<file path="config.mk">
export PLATFORM = sky130hd
export DESIGN_NAME = tt_um_io_buffer_flat
export DESIGN_NICKNAME = d
export VERILOG_FILES = /design/src/rtl/tt_um_io_buffer_if.sv /design/src/rtl/tt_um_io_buffer.sv /design/src/flat_wrapper.sv
export SDC_FILE = /design/constraint.sdc
export NUM_CORES = 1
export LEC_CHECK = 0
export BUFFER_PORTS_ARGS = -buffer_cell sky130_fd_sc_hd__buf_2
export CELL_PAD_IN_SITES_DETAIL_PLACEMENT = 1
export CELL_PAD_IN_SITES_GLOBAL_PLACEMENT = 1
export CORE_MARGIN = 3
export CORE_UTILIZATION = 30
export CTS_BUF_LIST = sky130_fd_sc_hd__clkbuf_4 sky130_fd_sc_hd__clkbuf_8 sky130_fd_sc_hd__clkbuf_16
export DETAILED_ROUTE_END_ITERATION = 8
export PLACE_DENSITY_LB_ADDON = 0.1
export SLEW_MARGIN = 20
export SYNTH_ARGS = -nofsm -noshare
export SYNTH_HDL_FRONTEND = slang
export SYNTH_SLANG_ARGS = --single-unit
</file>
<file path="constraint.sdc">
create_clock -name clk -period 5.42 [get_ports clk]
set_input_delay 1.084 -clock clk [delete_from_list [all_inputs] [get_ports clk]]
set_output_delay 1.084 -clock clk [all_outputs]
set_load 0.01 [all_outputs]
</file>
<file path="src/rtl/tt_um_io_buffer_if.sv">
// Bus bundle for the I/O buffer tile: data in/out plus the bidirectional
// control/status byte and its output-enable mask.
interface tt_um_io_buffer_if;
    logic       ena;
    logic [7:0] ui_in;
    logic [7:0] uo_out;
    logic [7:0] uio_in;
    logic [7:0] uio_out;
    logic [7:0] uio_oe;

    // Driver side (harness / pad ring)
    modport master (
        output ena, ui_in, uio_in,
        input  uo_out, uio_out, uio_oe
    );

    // Buffer side
    modport slave (
        input  ena, ui_in, uio_in,
        output uo_out, uio_out, uio_oe
    );
endinterface

</file>
<file path="src/rtl/tt_um_io_buffer.sv">
// I/O buffer tile: selects between pass-through, a fixed-length delay line,
// a small FIFO and hold, all feeding one registered output byte.
// Status byte: [5] full, [6] empty, [7] sticky error.
module tt_um_io_buffer #(
    parameter int DEPTH = 8,
    parameter int DELAY = 4
) (
    input  logic              clk,
    input  logic              rst_n,
    tt_um_io_buffer_if.slave  bus
);
    localparam int PTR_W = $clog2(DEPTH);
    localparam int CNT_W = PTR_W + 1;

    typedef enum logic [1:0] {
        MODE_PASS  = 2'b00,
        MODE_DELAY = 2'b01,
        MODE_FIFO  = 2'b10,
        MODE_HOLD  = 2'b11
    } mode_e;

    mode_e mode;
    logic  push;
    logic  pop;
    logic  clr;
    logic  fifo_mode;

    assign mode      = mode_e'(bus.uio_in[1:0]);
    assign push      = bus.uio_in[2];
    assign pop       = bus.uio_in[3];
    assign clr       = bus.uio_in[4];
    assign fifo_mode = (mode == MODE_FIFO);

    // ena and the upper control bits carry no function in this tile
    logic unused_inputs;
    assign unused_inputs = &{1'b0, bus.ena, bus.uio_in[7:5]};

    // ---------------- state ----------------
    logic [7:0]       mem [DEPTH];
    logic [PTR_W-1:0] wr_ptr_reg, wr_ptr_next;
    logic [PTR_W-1:0] rd_ptr_reg, rd_ptr_next;
    logic [CNT_W-1:0] count_reg,  count_next;
    logic             err_reg,    err_next;
    logic [7:0]       out_reg,    out_next;
    logic [7:0]       dly_reg  [DELAY];
    logic [7:0]       dly_next [DELAY];

    logic full;
    logic empty;
    logic do_push;
    logic do_pop;

    assign full  = (count_reg == CNT_W'(DEPTH));
    assign empty = (count_reg == '0);

    // Delay line: stage 0 takes the input, every later stage takes its predecessor
    generate
        for (genvar gi = 0; gi < DELAY; gi++) begin : g_dly
            if (gi == 0) begin : g_head
                assign dly_next[gi] = bus.ui_in;
            end else begin : g_tail
                assign dly_next[gi] = dly_reg[gi-1];
            end
        end
    endgenerate

    // FIFO bookkeeping: clr wins, otherwise push/pop only act in FIFO mode.
    // A pop on a full FIFO frees the slot, so a same-edge push still lands.
    always_comb begin
        wr_ptr_next = wr_ptr_reg;
        rd_ptr_next = rd_ptr_reg;
        count_next  = count_reg;
        err_next    = err_reg;
        do_push     = 1'b0;
        do_pop      = 1'b0;
        if (clr) begin
            wr_ptr_next = '0;
            rd_ptr_next = '0;
            count_next  = '0;
            err_next    = 1'b0;
        end else if (fifo_mode) begin
            if (pop) begin
                if (empty) err_next = 1'b1;
                else       do_pop   = 1'b1;
            end
            if (push) begin
                if (!full || do_pop) do_push  = 1'b1;
                else                 err_next = 1'b1;
            end
            if (do_push) wr_ptr_next = wr_ptr_reg + PTR_W'(1);
            if (do_pop)  rd_ptr_next = rd_ptr_reg + PTR_W'(1);
            count_next = count_reg + CNT_W'(do_push) - CNT_W'(do_pop);
        end
    end

    // Output select, using the FIFO head as it stands before this edge
    always_comb begin
        out_next = out_reg;
        case (mode)
            MODE_PASS:  out_next = bus.ui_in;
            MODE_DELAY: out_next = dly_reg[DELAY-1];
            MODE_FIFO:  out_next = empty ? 8'h00 : mem[rd_ptr_reg];
            MODE_HOLD:  out_next = out_reg;
            default:    out_next = out_reg;
        endcase
    end

    // Control/status and output registers, cleared by the async reset
    always_ff @(posedge clk or negedge rst_n) begin
        if (!rst_n) begin
            wr_ptr_reg <= '0;
            rd_ptr_reg <= '0;
            count_reg  <= '0;
            err_reg    <= 1'b0;
            out_reg    <= 8'h00;
            for (int i = 0; i < DELAY; i++) dly_reg[i] <= 8'h00;
        end else begin
            wr_ptr_reg <= wr_ptr_next;
            rd_ptr_reg <= rd_ptr_next;
            count_reg  <= count_next;
            err_reg    <= err_next;
            out_reg    <= out_next;
            for (int i = 0; i < DELAY; i++) dly_reg[i] <= dly_next[i];
        end
    end

    // FIFO storage has no reset; empty-gating keeps stale words invisible
    always_ff @(posedge clk) begin
        if (do_push) mem[wr_ptr_reg] <= bus.ui_in;
    end

    assign bus.uo_out  = out_reg;
    assign bus.uio_out = {err_reg, empty, full, 5'b00000};
    assign bus.uio_oe  = 8'hE0;

endmodule

</file>
<file path="src/flat_wrapper.sv">
// flat-port wrapper written by rule: the top's interface ports become plain ports
module tt_um_io_buffer_flat 
#(
    parameter int DEPTH = 8,
    parameter int DELAY = 4
)
  (clk, rst_n, bus_ena, bus_ui_in, bus_uio_in, bus_uo_out, bus_uio_out, bus_uio_oe);
  tt_um_io_buffer_if bus_i ();
  input  logic clk;
  input  logic rst_n;
  input wire logic [$bits(bus_i.ena)-1:0] bus_ena;
  input wire logic [$bits(bus_i.ui_in)-1:0] bus_ui_in;
  input wire logic [$bits(bus_i.uio_in)-1:0] bus_uio_in;
  output wire logic [$bits(bus_i.uo_out)-1:0] bus_uo_out;
  output wire logic [$bits(bus_i.uio_out)-1:0] bus_uio_out;
  output wire logic [$bits(bus_i.uio_oe)-1:0] bus_uio_oe;
  assign bus_i.ena = bus_ena;
  assign bus_i.ui_in = bus_ui_in;
  assign bus_i.uio_in = bus_uio_in;
  assign bus_uo_out = bus_i.uo_out;
  assign bus_uio_out = bus_i.uio_out;
  assign bus_uio_oe = bus_i.uio_oe;
  tt_um_io_buffer #(.DEPTH(DEPTH), .DELAY(DELAY)) u_core (.clk(clk), .rst_n(rst_n), .bus(bus_i));
endmodule
</file>
-- Word level (Yosys, flattened, before mapping)
Memories as Yosys holds them, arrays and structs flattened.
Index checks and enable logic that the tools add are counted.
- reductions and logical operators: 9
- add/sub/neg operators: 4
- equal/unequal tests: 4
- multiplexer cells: 28
- operators by type and width (operator ; count):
    8-bit one-hot mux with 3 select lines ; 1
    1-bit two-way mux ; 18
    3-bit two-way mux ; 6
    4-bit two-way mux ; 2
    8-bit two-way mux ; 1
    3-bit by 1-bit adder with 3-bit output (second input constant) ; 2
    2-bit nonzero test ; 3
    4-bit by 1-bit adder with 4-bit output ; 1
    2-bit == test (second input constant) ; 2
    4-bit == test (second input constant) ; 1
    4-bit logical NOT ; 1
    2-bit AND reduction ; 2
    4-bit by 1-bit subtractor with 4-bit output ; 1
    2-bit by 1-bit == test with 1-bit output (second input constant) ; 1
    2-bit logical NOT ; 1
    1-bit logical NOT ; 1
    1-bit logical OR ; 1
- bits of input ports: 19
- memory bits (writable): 64
- output and inout port bits: 24
- flip-flop bits (word level): 51
- memories: 1
- memory list (memory ; depth ; bits a word ; read ports ; clocked after Yosys merged registers in ; write ports ; RTL line ; RTL):
    u_core.mem ; 8 ; 8 ; 1 ; 0 ; 1 ; tt_um_io_buffer.sv:39 ; logic [7:0] mem [DEPTH];

-- Logic depth before layout (Yosys ltp)
- depth after elaboration: 14
- gate-level depth with buffers: 11
- depth with buffers taken out: 11

-- Worst setup path after synthesis
Ideal clock, no wire load.
- path type: input-to-reg
- start point: input bus_uio_in[0]
- end point: memory u_core.mem[2][0], enable pin
- setup time: 398 ps
- arrival: 2793 ps
- slack: 2229 ps
- cell stages on the path: 7
- path through: inv_1 -> ha_1 -> buf_2 -> nand2_1 -> a21o_1 -> buf_4 -> nor4b_1
- cells in the longest elaborated chain, start to end: 5
- RTL lines (item ; RTL line ; RTL):
    start, declared ; flat_wrapper.sv:13 ; input wire logic [$bits(bus_i.uio_in)-1:0] bus_uio_in;
    2-bit == test ; tt_um_io_buffer.sv:32 ; assign fifo_mode = (mode == MODE_FIFO);
    1-bit two-way mux ; tt_um_io_buffer.sv:81 ; end else if (fifo_mode) begin
    1-bit two-way mux ; tt_um_io_buffer.sv:76 ; if (clr) begin
    1-bit two-way mux ; tt_um_io_buffer.sv:129 ; if (do_push) mem[wr_ptr_reg] <= bus.ui_in;
    1-bit two-way mux (not written as such) ; tt_um_io_buffer.sv:129 ;
    end, declared ; tt_um_io_buffer.sv:39 ;
No other way between the ends.

-- Worst setup path in the final report
- start point: input bus_uio_in[0]
- end point: memory u_core.mem[2][4], enable pin
The elaborated chain is that of the path after synthesis.

==> impl_metrics.py <==
metrics = {
    "yosys": {
        "synth_top_family_by_area": "multiplexers",
        "yosysSeqAreaShare_pct": 68.4,
        "ys_types": 40,
        "synth-async-reset-ratio_pct": 44.3,
        "netlist_area_um2": 4670,
        "avgSynthCellArea_um2": 15.7,
        "ys.flop_type": "edfxtp_1",
        "synth_xor_area_share_pct": 0.937,
        "synth_edf_count": 64,
        "syn_inst": 297,
        "synth_compound_area_share_pct": 6.99,
        "ys_seq_elements": 115,
        "post_synth_and_or_nand_nor_area_fraction_pct": 6.53,
        "synth.yosys.warnings": 0,
        "synth.area.mux_share_pct": 8.30,
        "synth_fa_ha_area_share_pct": 3.37,
    },
    "final_layout": {
        "top_register": "u_core.mem",
        "final_nets": 362,
        "design_area_um2": 5570,
        "final_cell_mix": "edfxtp_1, dfrtp_1, buf_2",
        "drive_gt1_share_pct": 22.1,
        "n_antenna_cell": 0,
        "layout_commonest_cell": "edfxtp_1",
        "largest_reg_flops": 64,
        "area.growth.synth_to_final_pct": 19.1,
    },
    "detailed_routing": {
        "vias_per_cell": 4.77,
        "drt_first_pass_iters": 4,
        "finalWirelength_um": 9980,
        "drtIter0Drc": 115,
        "vias": 2521,
        "drc_errors": 0,
        "ant_nets": 0,
        "avgRoutedWirePerCell_um": 18.9,
    },
    "timing": {
        "worstMarginPinSlew_ns": 0.725,
        "period_minus_slack_ns": 2.90,
        "finalHoldViolations": 0,
        "rsz0062_at_grt": "no",
        "hold_slack_ns": 0.344,
        "slew_headroom_pct": 51.6,
        "finalMaxSlewViolations": 0,
        "skew_ns": 0.00552,
        "fin_crit_sh_pct": 53.4,
        "max_freq_mhz": 345,
        "setup_viol": 0,
        "setup_tns_ns": 0,
    },
    "cts": {
        "post-cts-setup-buffers": 0,
        "numCtsBuffers": 17,
        "cts_sinks": 115,
        "clock_tree.buffer_depth": 2,
        "clk_pin_slew_ns": 0.05,
        "cts_resized": 0,
        "cts_tree": "yes",
        "root_buffer": "clkbuf_16",
        "htree_levels": 4,
        "cts_hold_buf": 0,
        "insertion_delay_ns": 0.41,
    },
    "pwr": {
        "p_per_area_nw_per_um2": 405,
        "peakVddDrop_uv": 224,
        "leakage_nw": 2.10,
    },
    "worst_setup_path": {
        "worst_path_largest_cell_delay_ns": 0.71,
        "crit_chain": "buf_2, inv_1, ha_1, nand2_1, a21o_1, nor4b_4",
        "crit_arrival_ns": 2.93,
        "cp_max_fo": 11,
        "required_ns": 5.46,
        "crit_path_top_delay_cell": "nor4b_4",
        "worst_setup_path_start_kind": "primary input",
        "worst-setup-path-type": "in2reg",
        "end_kind": "flop",
    },
    "floorplan": {
        "pin_count": 43,
        "rows": 44,
        "die_x_um": 131,
        "die_area_um2": 17100,
        "coreArea_um2": 14900,
        "start_util_pct": 31.4,
        "die_h_um": 131,
    },
    "placed_design": {
        "routabilityCongestion": 0.665,
        "post-dp-hpwl_um": 6360,
        "placed_area_um2": 4960,
        "portBuffers": 25,
    },
    "global_routing": {
        "grt_antenna_before_repair": 0,
        "gr-total-overflow": 0,
        "grt_pass1_wl_um": 15800,
        "grt_pass1_vias": 2729,
        "track_usage_pct": 12.9,
        "grt_start_max_net_pins": 52,
    },
    "run": {
        "cap_viol_max_count": 0,
    },
    "run_status": {
        "run_status": "finished clean",
    },
    "worst_hold_path": {
        "hp-class": "reg2reg",
    },
}
==> layout make-up <==
class	count	area [um^2]
Clock buffer	19	440
Clock inverter	13	165
Fill cell	1538	9300
Inverter	9	33.8
Multi-Input combinational cell	156	1320
Sequential cell	115	3200
Tap cell	184	230
Timing Repair Buffer	32	178
==> routing by layer <==
metal  wire length [um]  track usage, %  vias up  share of wire (%)
met5                  0               0        -                  0
met4                153            4.66        0                1.5
met3                352            5.16       11                3.5
met2               4930            20.0       37                 49
met1               4540            16.4     1322                 46
li1                   -               -     1151                  -
==> worst paths after layout <==
kind / slack [ns] / startpoint / endpoint / cells after the start
max: 2.52 / bus_uio_in[0] / u_core.mem[2][4] / 6
min: 0.34 / u_core.dly_next[10] / u_core.dly_next[2] / 0
max reg2reg: 2.77 / u_core.count_reg[2] / u_core.count_reg[2] / 10
min reg2reg: 0.34 / u_core.dly_next[10] / u_core.dly_next[2] / 0
max in group asynchronous: 4.16 / rst_n / u_core.bus.uo_out[5] / 2
min in group asynchronous: 0.80 / rst_n / u_core.dly_next[0] / 2
==> report_power, final <==
part	internal [W]	leakage (nW)	total [W]	switching, W
clock	0.000769	0.304	0.00114	0.000372
sequential	0.000953	1.20	0.000965	0.0000126
combinational	0.0000562	0.600	0.000148	0.0000922
total	0.00178	2.10	0.00225	0.000477
==> critical path: cells and delay by family <==
family,cells,cell delay (ns)
AOI/OAI and AO/OA,1,0.35
adders and majority gates,1,0.50
buffers and inverters,2,0.18
and+or+nand+nor,2,0.81
==> cell families (layout without fill, tap and decap cells) <==
family | count (synthesis) | in the layout
other | 2 | 13
AND/OR/NAND/NOR | 55 | 55
multiplexers | 28 | 28
XOR/XNOR | 5 | 5
buffers and inverters | 37 | 73
AO/OA/AOI/OAI | 43 | 43
adder cells (fa/ha/maj) | 12 | 12
flip-flops | 115 | 115
==> metrics by stage <==
stage	util [%]	cells	total power (W)	setup slack, ns
floorplan	-	308	0.00108	2.23
global placement	33.2	496	0.00113	1.75
detailed placement	33.4	496	0.00114	2.00
CTS	37.4	528	0.00229	2.45
global route	37.4	528	0.00235	2.37
finish	37.4	528	0.00225	2.52
==> Yosys cell counts (6+ instances only) <==
master / count / share of area [%]
a22oi_1: 7 / 1.1
buf_4: 17 / 2.7
dfrtp_1: 51 / 27
edfxtp_1: 64 / 41
ha_1: 11 / 2.9
inv_1: 9 / 0.72
mux2i_1: 20 / 4.3
mux4_2: 6 / 2.9
nand2_1: 8 / 0.64
nand2b_1: 7 / 0.94
nor2_1: 15 / 1.2
nor2b_1: 9 / 1.2
Power figures use the tool's default switching activity.
